## config.mk

```make
export PLATFORM = sky130hd
export DESIGN_NAME = snake_step_controller
export DESIGN_NICKNAME = d
export VERILOG_FILES = /design/src/rtl/snake_pkg.sv /design/src/rtl/snake_body_ram.sv /design/src/rtl/snake_step_controller.sv
export SDC_FILE = /design/constraint.sdc
export NUM_CORES = 2
export LEC_CHECK = 0
export CAP_MARGIN = 20
export CORE_AREA = 2 2 571 687
export CTS_BUF_LIST = sky130_fd_sc_hd__clkbuf_8
export DETAILED_ROUTE_END_ITERATION = 12
export DIE_AREA = 0 0 573 689
export GPL_ROUTABILITY_DRIVEN = 0
export SYNTH_ARGS = -nofsm -noshare
export SYNTH_HDL_FRONTEND = slang
export SYNTH_SLANG_ARGS = --single-unit
export TNS_END_PERCENT = 10
```

## constraint.sdc

```tcl
create_clock -name clk -period 15.2 [get_ports clk]
set_clock_uncertainty 0.05 [all_clocks]
set_input_delay 3.04 -clock clk [delete_from_list [all_inputs] [get_ports clk]]
set_output_delay 3.04 -clock clk [all_outputs]
set_load 0.03 [all_outputs]
```

## src/rtl/snake_pkg.sv

```systemverilog
// Shared types, reset constants and helpers for the snake step controller.
package snake_pkg;

  localparam int GRID_W_DEF = 16;
  localparam int GRID_H_DEF = 16;

  // Up decreases y and down increases y (row 0 is the top of the screen).
  typedef enum logic [1:0] {
    DIR_UP    = 2'd0,
    DIR_RIGHT = 2'd1,
    DIR_DOWN  = 2'd2,
    DIR_LEFT  = 2'd3
  } dir_t;

  typedef struct packed {
    logic [3:0] y;
    logic [3:0] x;
  } cell_t;

  typedef enum logic [2:0] {
    ST_INIT   = 3'd0,
    ST_IDLE   = 3'd1,
    ST_CHECK  = 3'd2,
    ST_COMMIT = 3'd3,
    ST_TAIL   = 3'd4,
    ST_SPAWN  = 3'd5,
    ST_OVER   = 3'd6,
    ST_WIN    = 3'd7
  } state_t;

  localparam cell_t START_HEAD  = '{y: 4'd8, x: 4'd8};
  localparam cell_t RESET_FRUIT = '{y: 4'd8, x: 4'd12};

  function automatic logic is_opposite(dir_t a, dir_t b);
    return (2'(a) ^ 2'(b)) == 2'd2;
  endfunction

  // Body segment idx (0 = head) of the starting snake lying along row 8.
  function automatic cell_t init_body(int idx);
    cell_t c;
    c.y = START_HEAD.y;
    c.x = START_HEAD.x - 4'(idx);
    return c;
  endfunction

  function automatic logic [255:0] init_occ(int len);
    logic [255:0] m;
    m = '0;
    for (int i = 0; i < 8; i++) begin
      if (i < len) m[8'(init_body(i))] = 1'b1;
    end
    return m;
  endfunction

endpackage

```

## src/rtl/snake_body_ram.sv

```systemverilog
// Circular body store: one write port and one registered read port, no reset so it maps to block RAM.
module snake_body_ram #(
  parameter int DEPTH = 256,
  parameter int AW    = 8
) (
  input  logic          clk,
  input  logic          we,
  input  logic [AW-1:0] wr_addr,
  input  logic [7:0]    wr_data,
  input  logic          rd_en,
  input  logic [AW-1:0] rd_addr,
  output logic [7:0]    rd_data
);

  logic [7:0] mem [DEPTH];

  always_ff @(posedge clk) begin
    if (we) mem[wr_addr] <= wr_data;
    if (rd_en) rd_data <= mem[rd_addr];
  end

endmodule

```

## src/rtl/snake_step_controller.sv

```systemverilog
// Snake game sequencer: one move per step_tick, then fruit spawning, over a body ring and occupancy bitmap.
// Define SNAKE_WRAP_EN to wrap moves at the grid edges instead of ending the game there.
//
// state  | meaning
// INIT   | write the starting body into the ring, one entry per cycle
// IDLE   | wait for step_tick, latch direction and next head cell
// CHECK  | border / self-collision / fruit test on the next head cell
// COMMIT | push new head, update occupancy, start tail read or grow
// TAIL   | capture the new tail from the ring read
// SPAWN  | random fruit tries, then linear search for a free cell
// OVER   | game over, everything frozen
// WIN    | board full, everything frozen
module snake_step_controller
  import snake_pkg::*;
#(
  parameter int GRID_W      = GRID_W_DEF,
  parameter int GRID_H      = GRID_H_DEF,
  parameter int MAX_LEN     = 256,
  parameter int INIT_LEN    = 4,
  parameter int SPAWN_TRIES = 16
) (
  input  logic         clk,
  input  logic         rst,
  input  logic         restart,
  input  logic         step_tick,
  input  logic [1:0]   dir_req,
  input  logic [7:0]   rand_val,
  output logic [255:0] occ_map,
  output logic [3:0]   head_x,
  output logic [3:0]   head_y,
  output logic [3:0]   tail_x,
  output logic [3:0]   tail_y,
  output logic [3:0]   fruit_x,
  output logic [3:0]   fruit_y,
  output logic         fruit_valid,
  output logic [8:0]   length,
  output logic         game_over,
  output logic         win,
  output logic         busy,
  output logic         step_dropped
);

  localparam int PTR_W = $clog2(MAX_LEN);
  localparam int TRY_W = $clog2(SPAWN_TRIES + 1);

  state_t           state, state_nx;
  logic [255:0]     occ, occ_d;
  cell_t            head, head_d, tail, tail_d, fruit, fruit_d;
  cell_t            next_cell, next_d, lin_idx, lin_idx_d, probe;
  logic             fruit_valid_r, fruit_valid_d;
  logic [8:0]       length_r, length_d;
  logic [PTR_W-1:0] head_ptr, head_ptr_d;
  dir_t             dir_cur, dir_cur_d, dir_use, dir_use_d, dir_sel;
  logic             border_r, border_d, grow_r, grow_d;
  logic [2:0]       init_cnt, init_cnt_d;
  logic [TRY_W-1:0] try_cnt, try_cnt_d;
  logic [7:0]       lin_cnt, lin_cnt_d;
  logic             search_lin, search_lin_d;
  logic             game_over_d, win_d, step_dropped_d;
  logic             busy_st, grow_now, hit_now;

  logic             we, rd_en;
  logic [PTR_W-1:0] wr_addr, rd_addr;
  logic [7:0]       wr_data, rd_data;

  logic [4:0]       nx5, ny5;
  cell_t            mv_cell;
  logic             mv_border;

  snake_body_ram #(.DEPTH(MAX_LEN), .AW(PTR_W)) u_body_ram (
    .clk     (clk),
    .we      (we),
    .wr_addr (wr_addr),
    .wr_data (wr_data),
    .rd_en   (rd_en),
    .rd_addr (rd_addr),
    .rd_data (rd_data)
  );

  assign dir_sel = is_opposite(dir_t'(dir_req), dir_cur) ? dir_cur : dir_t'(dir_req);
  assign busy_st = !(state inside {ST_IDLE, ST_OVER, ST_WIN});

  // Next head cell with one spare bit so an off-grid move is visible as >= grid size.
  always_comb begin
    nx5 = {1'b0, head.x};
    ny5 = {1'b0, head.y};
    case (dir_sel)
      DIR_UP:    ny5 = ny5 - 5'd1;
      DIR_RIGHT: nx5 = nx5 + 5'd1;
      DIR_DOWN:  ny5 = ny5 + 5'd1;
      default:   nx5 = nx5 - 5'd1;
    endcase
`ifdef SNAKE_WRAP_EN
    mv_cell.x = 4'(nx5 & 5'(GRID_W - 1));
    mv_cell.y = 4'(ny5 & 5'(GRID_H - 1));
    mv_border = 1'b0;
`else
    mv_cell.x = nx5[3:0];
    mv_cell.y = ny5[3:0];
    mv_border = (nx5 >= 5'(GRID_W)) || (ny5 >= 5'(GRID_H));
`endif
  end

  // The tail cell is vacated by this same move unless the snake grows.
  assign grow_now = fruit_valid_r && (next_cell == fruit);
  assign hit_now  = occ[8'(next_cell)] && !((next_cell == tail) && !grow_now);
  assign probe    = search_lin ? lin_idx : cell_t'(rand_val);

  always_comb begin
    state_nx       = state;
    occ_d          = occ;
    head_d         = head;
    tail_d         = tail;
    fruit_d        = fruit;
    fruit_valid_d  = fruit_valid_r;
    length_d       = length_r;
    head_ptr_d     = head_ptr;
    dir_cur_d      = dir_cur;
    dir_use_d      = dir_use;
    next_d         = next_cell;
    border_d       = border_r;
    grow_d         = grow_r;
    init_cnt_d     = init_cnt;
    try_cnt_d      = try_cnt;
    lin_cnt_d      = lin_cnt;
    lin_idx_d      = lin_idx;
    search_lin_d   = search_lin;
    game_over_d    = game_over;
    win_d          = win;
    step_dropped_d = step_tick && busy_st;
    we             = 1'b0;
    wr_addr        = head_ptr;
    wr_data        = 8'(next_cell);
    rd_en          = 1'b0;
    rd_addr        = '0;

    if (restart) begin
      state_nx       = ST_INIT;
      occ_d          = init_occ(INIT_LEN);
      head_d         = START_HEAD;
      tail_d         = init_body(INIT_LEN - 1);
      fruit_valid_d  = 1'b0;
      length_d       = 9'(INIT_LEN);
      head_ptr_d     = PTR_W'(INIT_LEN - 1);
      dir_cur_d      = DIR_RIGHT;
      dir_use_d      = DIR_RIGHT;
      init_cnt_d     = 3'(INIT_LEN - 1);
      try_cnt_d      = TRY_W'(SPAWN_TRIES);
      search_lin_d   = 1'b0;
      game_over_d    = 1'b0;
      win_d          = 1'b0;
      step_dropped_d = 1'b0;
    end else begin
      case (state)
        ST_INIT: begin
          // Ring entry k holds body segment INIT_LEN-1-k, i.e. the tail sits at entry 0.
          we      = 1'b1;
          wr_addr = PTR_W'(INIT_LEN - 1) - PTR_W'(init_cnt);
          wr_data = 8'(init_body(int'(init_cnt)));
          if (init_cnt == 3'd0) begin
            state_nx     = fruit_valid_r ? ST_IDLE : ST_SPAWN;
            try_cnt_d    = TRY_W'(SPAWN_TRIES);
            search_lin_d = 1'b0;
          end else begin
            init_cnt_d = init_cnt - 3'd1;
          end
        end
        ST_IDLE: begin
          if (step_tick) begin
            dir_use_d = dir_sel;
            next_d    = mv_cell;
            border_d  = mv_border;
            state_nx  = ST_CHECK;
          end
        end
        ST_CHECK: begin
          if (border_r || hit_now) begin
            game_over_d = 1'b1;
            state_nx    = ST_OVER;
          end else begin
            grow_d   = grow_now;
            state_nx = ST_COMMIT;
          end
        end
        ST_COMMIT: begin
          head_ptr_d = head_ptr + PTR_W'(1);
          we         = 1'b1;
          wr_addr    = head_ptr + PTR_W'(1);
          head_d     = next_cell;
          dir_cur_d  = dir_use;
          if (!grow_r) begin
            occ_d[8'(tail)] = 1'b0;
            rd_en           = 1'b1;
            rd_addr         = head_ptr + PTR_W'(2) - length_r[PTR_W-1:0];
            state_nx        = ST_TAIL;
          end else begin
            length_d      = length_r + 9'd1;
            fruit_valid_d = 1'b0;
            try_cnt_d     = TRY_W'(SPAWN_TRIES);
            search_lin_d  = 1'b0;
            if (length_r + 9'd1 == 9'(MAX_LEN)) begin
              win_d    = 1'b1;
              state_nx = ST_WIN;
            end else begin
              state_nx = ST_SPAWN;
            end
          end
          occ_d[8'(next_cell)] = 1'b1;
        end
        ST_TAIL: begin
          tail_d   = cell_t'(rd_data);
          state_nx = ST_IDLE;
        end
        ST_SPAWN: begin
          if (!occ[8'(probe)]) begin
            fruit_d       = probe;
            fruit_valid_d = 1'b1;
            state_nx      = ST_IDLE;
          end else if (!search_lin) begin
            if (try_cnt == TRY_W'(1)) begin
              search_lin_d = 1'b1;
              lin_idx_d    = cell_t'(8'(probe) + 8'd1);
              lin_cnt_d    = 8'd255;
            end else begin
              try_cnt_d = try_cnt - TRY_W'(1);
            end
          end else if (lin_cnt == 8'd1) begin
            // No free cell anywhere: carry on without a fruit.
            state_nx = ST_IDLE;
          end else begin
            lin_cnt_d = lin_cnt - 8'd1;
            lin_idx_d = cell_t'(8'(lin_idx) + 8'd1);
          end
        end
        default: ;
      endcase
    end
  end

  always_ff @(posedge clk or posedge rst) begin
    if (rst) begin
      state         <= ST_INIT;
      occ           <= init_occ(INIT_LEN);
      head          <= START_HEAD;
      tail          <= init_body(INIT_LEN - 1);
      fruit         <= RESET_FRUIT;
      fruit_valid_r <= 1'b1;
      length_r      <= 9'(INIT_LEN);
      head_ptr      <= PTR_W'(INIT_LEN - 1);
      dir_cur       <= DIR_RIGHT;
      dir_use       <= DIR_RIGHT;
      next_cell     <= START_HEAD;
      border_r      <= 1'b0;
      grow_r        <= 1'b0;
      init_cnt      <= 3'(INIT_LEN - 1);
      try_cnt       <= TRY_W'(SPAWN_TRIES);
      lin_cnt       <= '0;
      lin_idx       <= '0;
      search_lin    <= 1'b0;
      game_over     <= 1'b0;
      win           <= 1'b0;
      step_dropped  <= 1'b0;
    end else begin
      state         <= state_nx;
      occ           <= occ_d;
      head          <= head_d;
      tail          <= tail_d;
      fruit         <= fruit_d;
      fruit_valid_r <= fruit_valid_d;
      length_r      <= length_d;
      head_ptr      <= head_ptr_d;
      dir_cur       <= dir_cur_d;
      dir_use       <= dir_use_d;
      next_cell     <= next_d;
      border_r      <= border_d;
      grow_r        <= grow_d;
      init_cnt      <= init_cnt_d;
      try_cnt       <= try_cnt_d;
      lin_cnt       <= lin_cnt_d;
      lin_idx       <= lin_idx_d;
      search_lin    <= search_lin_d;
      game_over     <= game_over_d;
      win           <= win_d;
      step_dropped  <= step_dropped_d;
    end
  end

  assign occ_map     = occ;
  assign head_x      = head.x;
  assign head_y      = head.y;
  assign tail_x      = tail.x;
  assign tail_y      = tail.y;
  assign fruit_x     = fruit.x;
  assign fruit_y     = fruit.y;
  assign fruit_valid = fruit_valid_r;
  assign length      = length_r;
  assign busy        = busy_st;

endmodule
```

After elaboration in Yosys (flattened, before gate mapping)
Memories as Yosys holds them, arrays and structs flattened. A register that Yosys moved wholly into a read port is not among the register bits. Index checks and enable logic that the tools add are counted.

RAM bits: 2048. Flip-flop bits (word level): 343. Input port bits: 14. Memories: 1. ROM bits: 0. Bits in latches: 0. Logic and storage cells: 215. Output and inout port bits: 294.

Shift-type cells: 0. Bitwise gates (word level): 7. Order comparisons: 7. Reductions and logical operators: 43. Div/mod/pow operators: 0. Multiplexer cells: 90. $add $sub $neg: 15. Multipliers: 0. Eq/ne operators: 26.

Memory list: u_body_ram.mem (depth 256, bits a word 8, rd ports 1, clocked after memory_dff 1, write ports 1, RTL line snake_body_ram.sv:15) `logic [7:0] mem [DEPTH];`.

Operator list (number): two-way mux 256 bit (5); AND 256 bit (1); inverter 256 bit (1); OR 256 bit (1); two-way mux 8 bit (19); two-way mux 3 bit (11); two-way mux 5 bit (6); less-than comparator 8 x 9 -> 1 bit (second input constant) (3); two-way mux 1 bit (27); two-way mux 9 bit (3); adder 8 x 1 -> 8 bit (second input constant) (3); != test 3 bit (second input constant) (7); case mux 5 bit (2 select lines) (2); nonzero test 2 bit (10); case mux 3 bit (6 select lines) (1); binary-select mux 1 bit (select 8 bit) (2); demux 1 bit (select 8 bit) (2); equality test 8 bit (2); greater-or-equal comparator 8 x 1 -> 1 bit (second input constant) (2); two-way mux 2 bit (8); case mux 8 bit (2 select lines) (1); case mux 5 bit (3 select lines) (1); AND reduction 3 bit (5); equality test 3 bit (second input constant) (4); other kinds (37) (61).

Depth between registers and ports, before layout
Depth after elaboration: 12. Depth in mapped cells: 21. Gate-level depth less buffers: 16.

Cells and area by module
Synthesis repeated with hierarchy kept, for this count alone.

Cell total of the unflattened synthesis: 6073. Area, all modules: 101262.1 um2.

By module, submodules not included: snake_body_ram (times used 1, cells an instance 3733, area an instance 79636.4 um2, seq. area each 61739.2 um2); snake_step_controller (times used 1, cells an instance 2340, area an instance 21625.7 um2, seq. area each 8612.0 um2).

Worst setup path before layout
OpenSTA, ideal clock, no wires.

Kind: in2reg. Start: in restart. End: mem u_body_ram.mem[0][2], data pin. Buffers on the path: 3. Data arrival time: 13.894 ns. Setup time: 2.189 ns. Required time: 12.961 ns. Path slack: -0.933 ns. Stages: 5. Cells stage by stage: buf_2 -> clkbuf_1 -> clkbuf_1 -> nor2_1 -> o21ai_0.

Longest elaborated chain between the ends: 1.

RTL lines: from (decl) (RTL line snake_step_controller.sv:24) `input logic restart,`; two-way mux 8 bit (RTL line snake_step_controller.sv:137) `if (restart) begin`; via u_body_ram.wr_data[2] (RTL line snake_body_ram.sv:9) `input logic [7:0] wr_data,`; to (decl) (RTL line snake_body_ram.sv:15).

The timed path passes the listed nets, and every way through them passes these cells.

Final worst setup path
Start: in restart. End: reg u_body_ram.rd_data[3] (read register of u_body_ram.mem), data pin.

Longest elaborated chain between the ends: 1. Elaborated cells between the ends (all ways): 2. Classes of those cells: 2 x mux.

RTL lines: two-way mux 8 bit or two-way mux 1 bit (tied branches) (RTL line snake_step_controller.sv:137); to (decl) (RTL line snake_body_ram.sv:12) `output logic [7:0] rd_data`.

Several ways; a longest one is shown, not always the timed one. A chain may end at the register's enable or synchronous reset.

==> impl_results.md <==
* RSZ-0062 raised after global routing: false
* Die area at 395,000 um2
* Ys Warns at 0
* Syn Nets at 8,735
* Max cap viols at 0
* Worst-Margin Slew at 1.40 ns
* Vias per cell at 5.35
* Die Ht at 689 um
* Rel. slew slack at between 6 and 7%
* Setup repair bufs after CTS at 0
* Residual DRC at 0
* Critical Path RT at between 15 and 20 ns
* Final WL at approximately 380 mm
* Arrival @ worst endpoint at 8.87 ns
* PortBufs at just over 300
* Core area at 388,000 um2
* R2R Path End: u_body_ram.rd_data[0]
* Total Neg Setup Slack at 0 ns
* Leakage at 40.1 nW
* Vias at 76,900
* Clock Latency Late Sink at 1.04 ns
* CTS Buf Count at 384
* Max clock buf depth at 4
* Main synth FF type: edfxtp_1
* 1st-pass router iterations at 6
* Total I/O pin count at 308
* Ys async rst share at 14.3%
* CP max FO at about 120
* Initial Utilization at 26.9%
* Multi-input gate area at 31,500 um2
* DRT antenna net count at 0
* Reg area at 70,400 um2
* R2R setup slack at between 8 and 9 ns
* Post-synth EDFFs at 2,056
* Layout cells sized above 1 at 9.04%
* Hold Buf Count CTS at 0
* Clock transition at the registers of the reported paths at ~0.070 ns
* Power Density at 138 nW/um2
* Number of clock sinks at 2,399
* Final Max Tran Viols at 0
* Most common cell after layout, fill and taps aside: edfxtp_1
* Run status: finished, final reports clean
* Critical Path End Type: flop
* Fmax at around 120 MHz
* Worst setup path class: in2reg
* Initial antenna violation count at 20
* Num rows at 251
* Pre-CTS setup slack at 6.30 ns
* Critical path startpoint: restart
* Worst setup path endpoint: u_body_ram.rd_data[3]
* CTS root buffer: clkbuf_8
* Top cell type's share of synthesized area at 59.1%
* Most frequent cells in the layout: 2,056 x edfxtp_1, 1,679 x nand2_1, 694 x nand3_1
* Yosys top cell by area: edfxtp_1
* Final-layout fill cell count at 39,100
* Drt wl/cell at 26.7 um
* DIE WIDTH at 573 um
* Final HPWL DP at ~230 mm
* # setup viols final at 0
* Power Total at approximately 0.017 W
* TritonCTS clock tree: yes
* Worst Setup Slack, final at 7.18 ns
* Hold Path Class: reg2reg
* Nets at 8,936
* Ranking of synthesized cells by area: edfxtp_1 59%, dfrtp_1 7.7%, nand2_1 6.1%
* Yosys cell types at 84
* GR Util All Layers at 18.6%
* Register bit count reported by yosys at 2,399
* Netlist Area Pre-Place at between 100,000 and 150,000 um2
* Largest net degree at the start of global routing at 205
* Vias in the first global route at 72,800
* Min Tclk post-route at between 8 and 9 ns
* H-tree Lvls at 5
* Final hold slack at roughly 0.43 ns
* Syn_area_per_cell at 12.0 um2
* Final period util at between 50 and 60%
* Seq/Total Area, Yosys at 67.3%
* Post_cts resized at 0
* Iteration-0 DRC Markers at 10,900
* Maximum VDD drop at roughly 0.00019 V
* Gate Count Post-Synth at 8,690
* GRT overflow at 0
* P&R area growth vs syn at 14.8%
* Worst r2r path cells at 17
* Worst r2r src: head_ptr[1]
* First-pass GRT wire length at 543 mm
* Critical Path Start Type: primary input
* Fin. Hold Viols at 0
power by group:
| part | total, W | internal (W) | switching, W |
|---|---|---|---|
| registers | 0.00844 | 0.00828 | 0.000168 |
| clock network | 0.00513 | 0.00249 | 0.00264 |
| logic | 0.00296 | 0.000548 | 0.00242 |
| total | 0.0165 | 0.0113 | 0.00523 |
per-layer routing:
layer	part of all wire, %	wire, um	vias up	track usage, %
li1	-	-	32600	-
met1	37	141000	38200	22.9
met3	11	42900	1125	4.81
met5	0.022	84	-	0.0366
met2	46	176000	5021	29.9
met4	6.3	24000	12	10.1
area by class of cell:
class                      instances  area share (%)
antenna                           10          0.0209
clock buffer                     393            4.51
clock inverter                   279            1.16
inverter                          47           0.161
multi-input combinational       5587            26.2
sequential                      2399            58.7
tap                             5186            5.41
timing repair buffer             472            3.80
per-stage QoR:
stage | cell area [um2] | std cells | utilization [%]
floorplan | 104000 | 8690 | -
global placement | 113000 | 13700 | 29.1
detailed placement | 113000 | 13700 | 29.1
CTS | 120000 | 14400 | 30.9
global route | 120000 | 14400 | 30.9
finish | 120000 | 14400 | 30.9
critical path, stage by stage:
cell and delay [ns]:
buf_8 0.25, and4bb_1 0.62, nand2_4 0.46, inv_2 0.67
buf_4 0.39, nand2_4 0.52, buf_4 0.53, nand2_1 0.13
buf_4 0.33, a21oi_1 0.07, a2111oi_0 0.74, a31oi_1 0.07
o211ai_1 0.67, a211o_1 0.19
flip-flops by register name, indices dropped and copies added, names as in the netlist, 5 cells and up:
signal and count:
u_body_ram.mem 2048, next_cell 8, occ_map 256, u_body_ram.rd_data 8, lin_idx 8, head_ptr 8
length 9, lin_cnt 8, try_cnt 5
cell families (layout without fill, tap and decap cells):
kind of cell | count (synthesis) | after routing | synth area share (%)
AND/OR/NAND/NOR | 3587 | 3587 | 15.5
flip-flops | 2399 | 2399 | 67.3
AO/OA/AOI/OAI | 1624 | 1624 | 9.72
buffers and inverters | 704 | 1191 | 2.84
multiplexers | 297 | 297 | 3.84
XOR/XNOR | 48 | 48 | 0.402
adder cells (fa/ha/maj) | 31 | 31 | 0.393
other | 0 | 10 | 0
worst min path at each step:
stage | slack (ns) | depth (start not counted) | start | endpoint
2_1_floorplan | 0.39 | 1 | u_body_ram.rd_data[7] | tail_y[3]
3_3_place_gp | 0.42 | 2 | dir_use[0] | dir_cur[0]
3_5_place_dp | 0.42 | 2 | dir_use[0] | dir_cur[0]
4_1_cts | 0.43 | 2 | dir_use[0] | dir_cur[0]
5_1_grt | 0.47 | 2 | dir_use[0] | dir_cur[0]
6_report | 0.43 | 2 | dir_use[0] | dir_cur[0]
Yosys cell counts, drive strengths merged, types with 123 or more instances:
library cell / n
a31oi: 123
nand3: 699
a21oi: 283
nand2: 1699
edfxtp: 2056
mux2i: 187
nor2b: 229
o21ai: 594
nor2: 489
buf: 295
dfrtp: 320
clkbuf: 362
(Power assumes the default switching activity.)
